$ cat config.mk
export PLATFORM = sky130hd
export DESIGN_NAME = pulse_period_meter
export DESIGN_NICKNAME = d
export VERILOG_FILES = /design/src/rtl/pulse_period_meter.sv
export SDC_FILE = /design/constraint.sdc
export NUM_CORES = 1
export LEC_CHECK = 0
export BUFFER_PORTS_ARGS = -buffer_cell sky130_fd_sc_hd__buf_2
export CORE_MARGIN = 5
export CORE_UTILIZATION = 60
export CTS_CLUSTER_SIZE = 8
export DETAILED_ROUTE_END_ITERATION = 8
export PLACE_DENSITY = 0.84
export SYNTH_ARGS = -nofsm -noshare
export SYNTH_HDL_FRONTEND = slang
export SYNTH_SLANG_ARGS = --single-unit
$ cat constraint.sdc
create_clock -name clk -period 2.8 [get_ports clk]
set_input_delay 0.14 -clock clk [delete_from_list [all_inputs] [get_ports clk]]
set_output_delay 0.14 -clock clk [all_outputs]
set_load 0.02 [all_outputs]
$ cat src/rtl/pulse_period_meter.sv
// pulse_period_meter: measures rising-edge-to-rising-edge interval of `in` in clk cycles.
// Optional lock detection compiled in with `define PULSE_PERIOD_METER_LOCK_EN.
module pulse_period_meter #(
    parameter int N          = 8,
    parameter int LOCK_COUNT = 3
) (
    input  logic         clk,
    input  logic         rst,
    input  logic         ena,
    input  logic         in,
    output logic [N-1:0] period,
    output logic         valid,
    output logic         overflow,
    output logic         locked
);

    typedef enum logic [1:0] {
        IDLE,
        MEASURE,
        TIMEOUT
    } state_t;

    localparam logic [N-1:0] CNT_MAX = '1;
    localparam logic [N-1:0] CNT_ONE = N'(1);

    state_t       state_q, state_d;
    logic [N-1:0] cnt_q, cnt_d;
    logic [N-1:0] period_q, period_d;
    logic         in_d_q;
    logic         valid_q, valid_d;
    logic         ovf_q, ovf_d;
    logic         rise;
    logic         upd;
    logic         to_tmo;

    assign rise = ena & in & ~in_d_q;

    // Next-state: edge handling, interval counting and saturation
    always_comb begin
        state_d  = state_q;
        cnt_d    = cnt_q;
        period_d = period_q;
        ovf_d    = ovf_q;
        valid_d  = 1'b0;
        upd      = 1'b0;
        to_tmo   = 1'b0;
        if (ena) begin
            unique case (state_q)
                IDLE: begin
                    cnt_d = '0;
                    if (rise) begin
                        state_d = MEASURE;
                        cnt_d   = CNT_ONE;
                    end
                end
                MEASURE: begin
                    if (rise) begin
                        period_d = cnt_q;
                        valid_d  = 1'b1;
                        upd      = 1'b1;
                        cnt_d    = CNT_ONE;
                    end else if (cnt_q == CNT_MAX) begin
                        state_d = TIMEOUT;
                        ovf_d   = 1'b1;
                        to_tmo  = 1'b1;
                    end else begin
                        cnt_d = cnt_q + CNT_ONE;
                    end
                end
                TIMEOUT: begin
                    if (rise) begin
                        state_d = MEASURE;
                        cnt_d   = CNT_ONE;
                        ovf_d   = 1'b0;
                    end
                end
                default: begin
                    state_d = IDLE;
                    cnt_d   = '0;
                end
            endcase
        end
    end

    // State, counter and output registers
    always_ff @(posedge clk or posedge rst) begin
        if (rst) begin
            state_q  <= IDLE;
            cnt_q    <= '0;
            period_q <= '0;
            in_d_q   <= 1'b0;
            valid_q  <= 1'b0;
            ovf_q    <= 1'b0;
        end else begin
            state_q  <= state_d;
            cnt_q    <= cnt_d;
            period_q <= period_d;
            valid_q  <= valid_d;
            ovf_q    <= ovf_d;
            if (ena) begin
                in_d_q <= in;
            end
        end
    end

    assign period   = period_q;
    assign valid    = valid_q;
    assign overflow = ovf_q;

`ifdef PULSE_PERIOD_METER_LOCK_EN
    localparam logic [3:0] MATCH_MAX = 4'(LOCK_COUNT - 1);

    logic [3:0] match_q, match_d;
    logic       ref_q, ref_d;
    logic       lock_q, lock_d;

    // Match tracking: first period after IDLE/TIMEOUT is only a reference
    always_comb begin
        match_d = match_q;
        ref_d   = ref_q;
        lock_d  = lock_q;
        if (to_tmo) begin
            match_d = '0;
            ref_d   = 1'b0;
            lock_d  = 1'b0;
        end else if (upd) begin
            if (ref_q && (cnt_q == period_q)) begin
                if (match_q != MATCH_MAX) begin
                    match_d = match_q + 4'd1;
                end
            end else begin
                match_d = '0;
            end
            ref_d  = 1'b1;
            lock_d = (match_d == MATCH_MAX);
        end
    end

    // Lock registers
    always_ff @(posedge clk or posedge rst) begin
        if (rst) begin
            match_q <= '0;
            ref_q   <= 1'b0;
            lock_q  <= 1'b0;
        end else begin
            match_q <= match_d;
            ref_q   <= ref_d;
            lock_q  <= lock_d;
        end
    end

    assign locked = lock_q;
`else
    assign locked = 1'b0;
`endif

endmodule

==> flow_summary.toml <==
[timing]
grt_setup_unrepaired = "false"
fin_setup_tns_ns = 0
setup_viol = 0
fin_hold_ws_ns = 0.1036
slew-limit-headroom_pct = 47.66
worstMarginPinSlew_ns = 0.7842
fmax_mhz = 623.3
finalCriticalPeriod_ns = 1.604
fin_crit_sh_pct = 57.29
fin_skew_ns = 0.009705
final-max-slew-violation-count = 0
finalHoldViolations = 0

[final_layout]
antenna_cells = 0
area_growth_pct = 8.742
mostFrequentLayoutCell = "dfrtp_1"
mostFrequentLayoutCells = "dfrtp_1 (21), buf_2 (13), nand2_1 (10)"
drive_above_1_share_pct = 32.77
nets = 125
nFillCells = 156

[critical_path]
critical_path_class = "reg -> reg"
required_ns = 3.00
cp.arrival_ns = 1.80
start_kind = "flop"
critPathCaptureType = "flop"
worstPathMaxFanout = 7

[placed_design]
dp_hpwl_um = 1634
port_buffers = 13
gp_congestion = 0.8699

[clock_network]
clockBufferDepth = 2
numCtsBuffers = 3
cts_tree = "built"
cts_resized = 0
htreeDepth = 1
cts_sinks = 21
post-cts-setup-buffers = 0
insertion_delay_ns = 0.32
cts_root_buffer = "clkbuf_4"
clkTransAtPathRegs_ns = 0.11

[detailed_routing]
vias = 864
finalWirelength_um = 2273
via_per_inst = 5.918
ant_nets = 0
drt_pass1_iterations = 4
drt_iter0_markers = 37
wire_per_inst_um = 15.57
drcViolationCount = 0

[logic_synthesis]
yosysWarnings = 0
synth_area_per_cell_sq_um = 11.07
ys_seq_area_share_pct = 44.78
synth_edf_count = 0
synth_cell_types = 42
syn_nets = 111
synth.largest_area_cell = "dfrtp_1"
synth_cells = 106
syn_area_sq_um = 1174
synth-async-reset-ratio_pct = 100.0
synth-seq-cells = 21
yosys-top-cells-area = "dfrtp_1 (45%), mux2_4 (10%), nand2_1 (3.2%)"
yosysTopAreaCellShare_pct = 44.78
synth-main-ff-cell = "dfrtp_1"

[global_routing]
track_usage_pct = 18.57
overflow = 0
first_global_vias = 812
grt_max_degree = 22
grt_antenna_before_repair = 0
grt_pass1_wl_um = 3795

[floorplanning]
die_height_um = 54.23
initial_core_util_pct = 61.07
fp.coreArea_sq_um = 1922
ios = 15
floorplan.die_area_sq_um = 2940
die_x_um = 54.23
core.rowCount = 16

[job]
drv_cap = 0

[status]
status = "completed"

[power]
ir_drop_mv = 0.4217
p_per_area_nw_per_um2 = 789.0
power_mw = 1.007
leakagePower_nw = 0.5966

[hold_path]
hold_path.class = "in -> reg"
==> where the power goes <==
part | total, mW | internal [mW] | switching (mW) | leakage, nW
registers | 0.500 | 0.396 | 0.103 | 0.256
logic | 0.359 | 0.174 | 0.185 | 0.323
clock network | 0.148 | 0.0535 | 0.0947 | 0.0177
total | 1.01 | 0.624 | 0.383 | 0.597
==> layout make-up <==
class / count / area, sq um / area share [%]
sequential: 21 / 525.5 / 41.18
clock buffer: 3 / 22.52 / 1.765
clock inverter: 1 / 5.005 / 0.3922
inverter: 4 / 15.01 / 1.176
multi-input combinational: 76 / 599.3 / 46.96
timing repair buffer: 14 / 75.07 / 5.882
tap: 27 / 33.78 / 2.647
==> final timing paths <==
kind / start / end / slack [ns] / cells after the start
max: cnt_q[0]$_DFFE_PP0P_ / cnt_q[0]$_DFFE_PP0P_ / 1.20 / 5
min: in / in_d_q$_DFFE_PP0P_ / 0.10 / 2
max reg2reg: cnt_q[0]$_DFFE_PP0P_ / cnt_q[0]$_DFFE_PP0P_ / 1.20 / 5
min reg2reg: period[5]$_DFFE_PP0P_ / period[5]$_DFFE_PP0P_ / 0.52 / 1
max in group asynchronous: rst / cnt_q[0]$_DFFE_PP0P_ / 1.79 / 3
min in group asynchronous: rst / period[1]$_DFFE_PP0P_ / 0.51 / 3
==> flip-flops by register name, summed over array words and instances, names as in the netlist <==
name / cells
cnt_q: 8
in_d_q: 1
overflow: 1
period: 8
state_q: 2
valid: 1
==> metrics by stage <==
stage               utilization [%]  instance area (sq um)  setup WS [ns]  instances
global route                  66.41                   1276          1.074        146
detailed placement            64.45                   1239          1.230        141
global placement              64.45                   1239          1.271        141
finish                        66.41                   1276          1.196        146
CTS                           66.41                   1276          1.207        146
floorplan                         -                   1174          1.406        106
==> layer usage <==
layer | vias up | track usage (%) | wire length, um
met1 | 398 | 23.61 | 996
met4 | 0 | 10.79 | 49
met5 | - | 0 | 0
met2 | 46 | 29.28 | 1079
met3 | 6 | 3.542 | 147
li1 | 414 | - | -
==> timing repair <==
item                                   CTS  global route
setup endpoints to repair                0             0
hold buffers                             1             0
endpoints found under the hold margin   21             0
==> logic make-up (layout without fill, tap and decap cells) <==
kind of cell	after synthesis	in the layout	synth area share, %
mux	9	9	11.19
other cells	1	1	0.3195
simple gates	37	37	21.43
compound gates	28	28	17.06
flops	21	21	44.78
fa+ha+maj	1	1	1.066
buf+inv	9	22	4.157
==> cell usage after synthesis (all sizes together), types with 2 or more instances <==
master / n
a21oi: 5
o31ai: 3
and4: 2
nor2: 6
and2: 2
nand2b: 3
nand3: 4
a21o: 2
nand2: 11
buf: 5
dfrtp: 21
o21ai: 8
inv: 4
mux2: 9
nand4: 2
nor2b: 3
==> worst max-delay path: stages, from the launching register on <==
cell	delay (ns)
dfrtp_1	0.46
ha_1	0.23
and2_1	0.27
nand3_4	0.14
o32ai_1	0.33
nor3_2	0.07
Note: power is estimated with default switching activity, not from simulation.
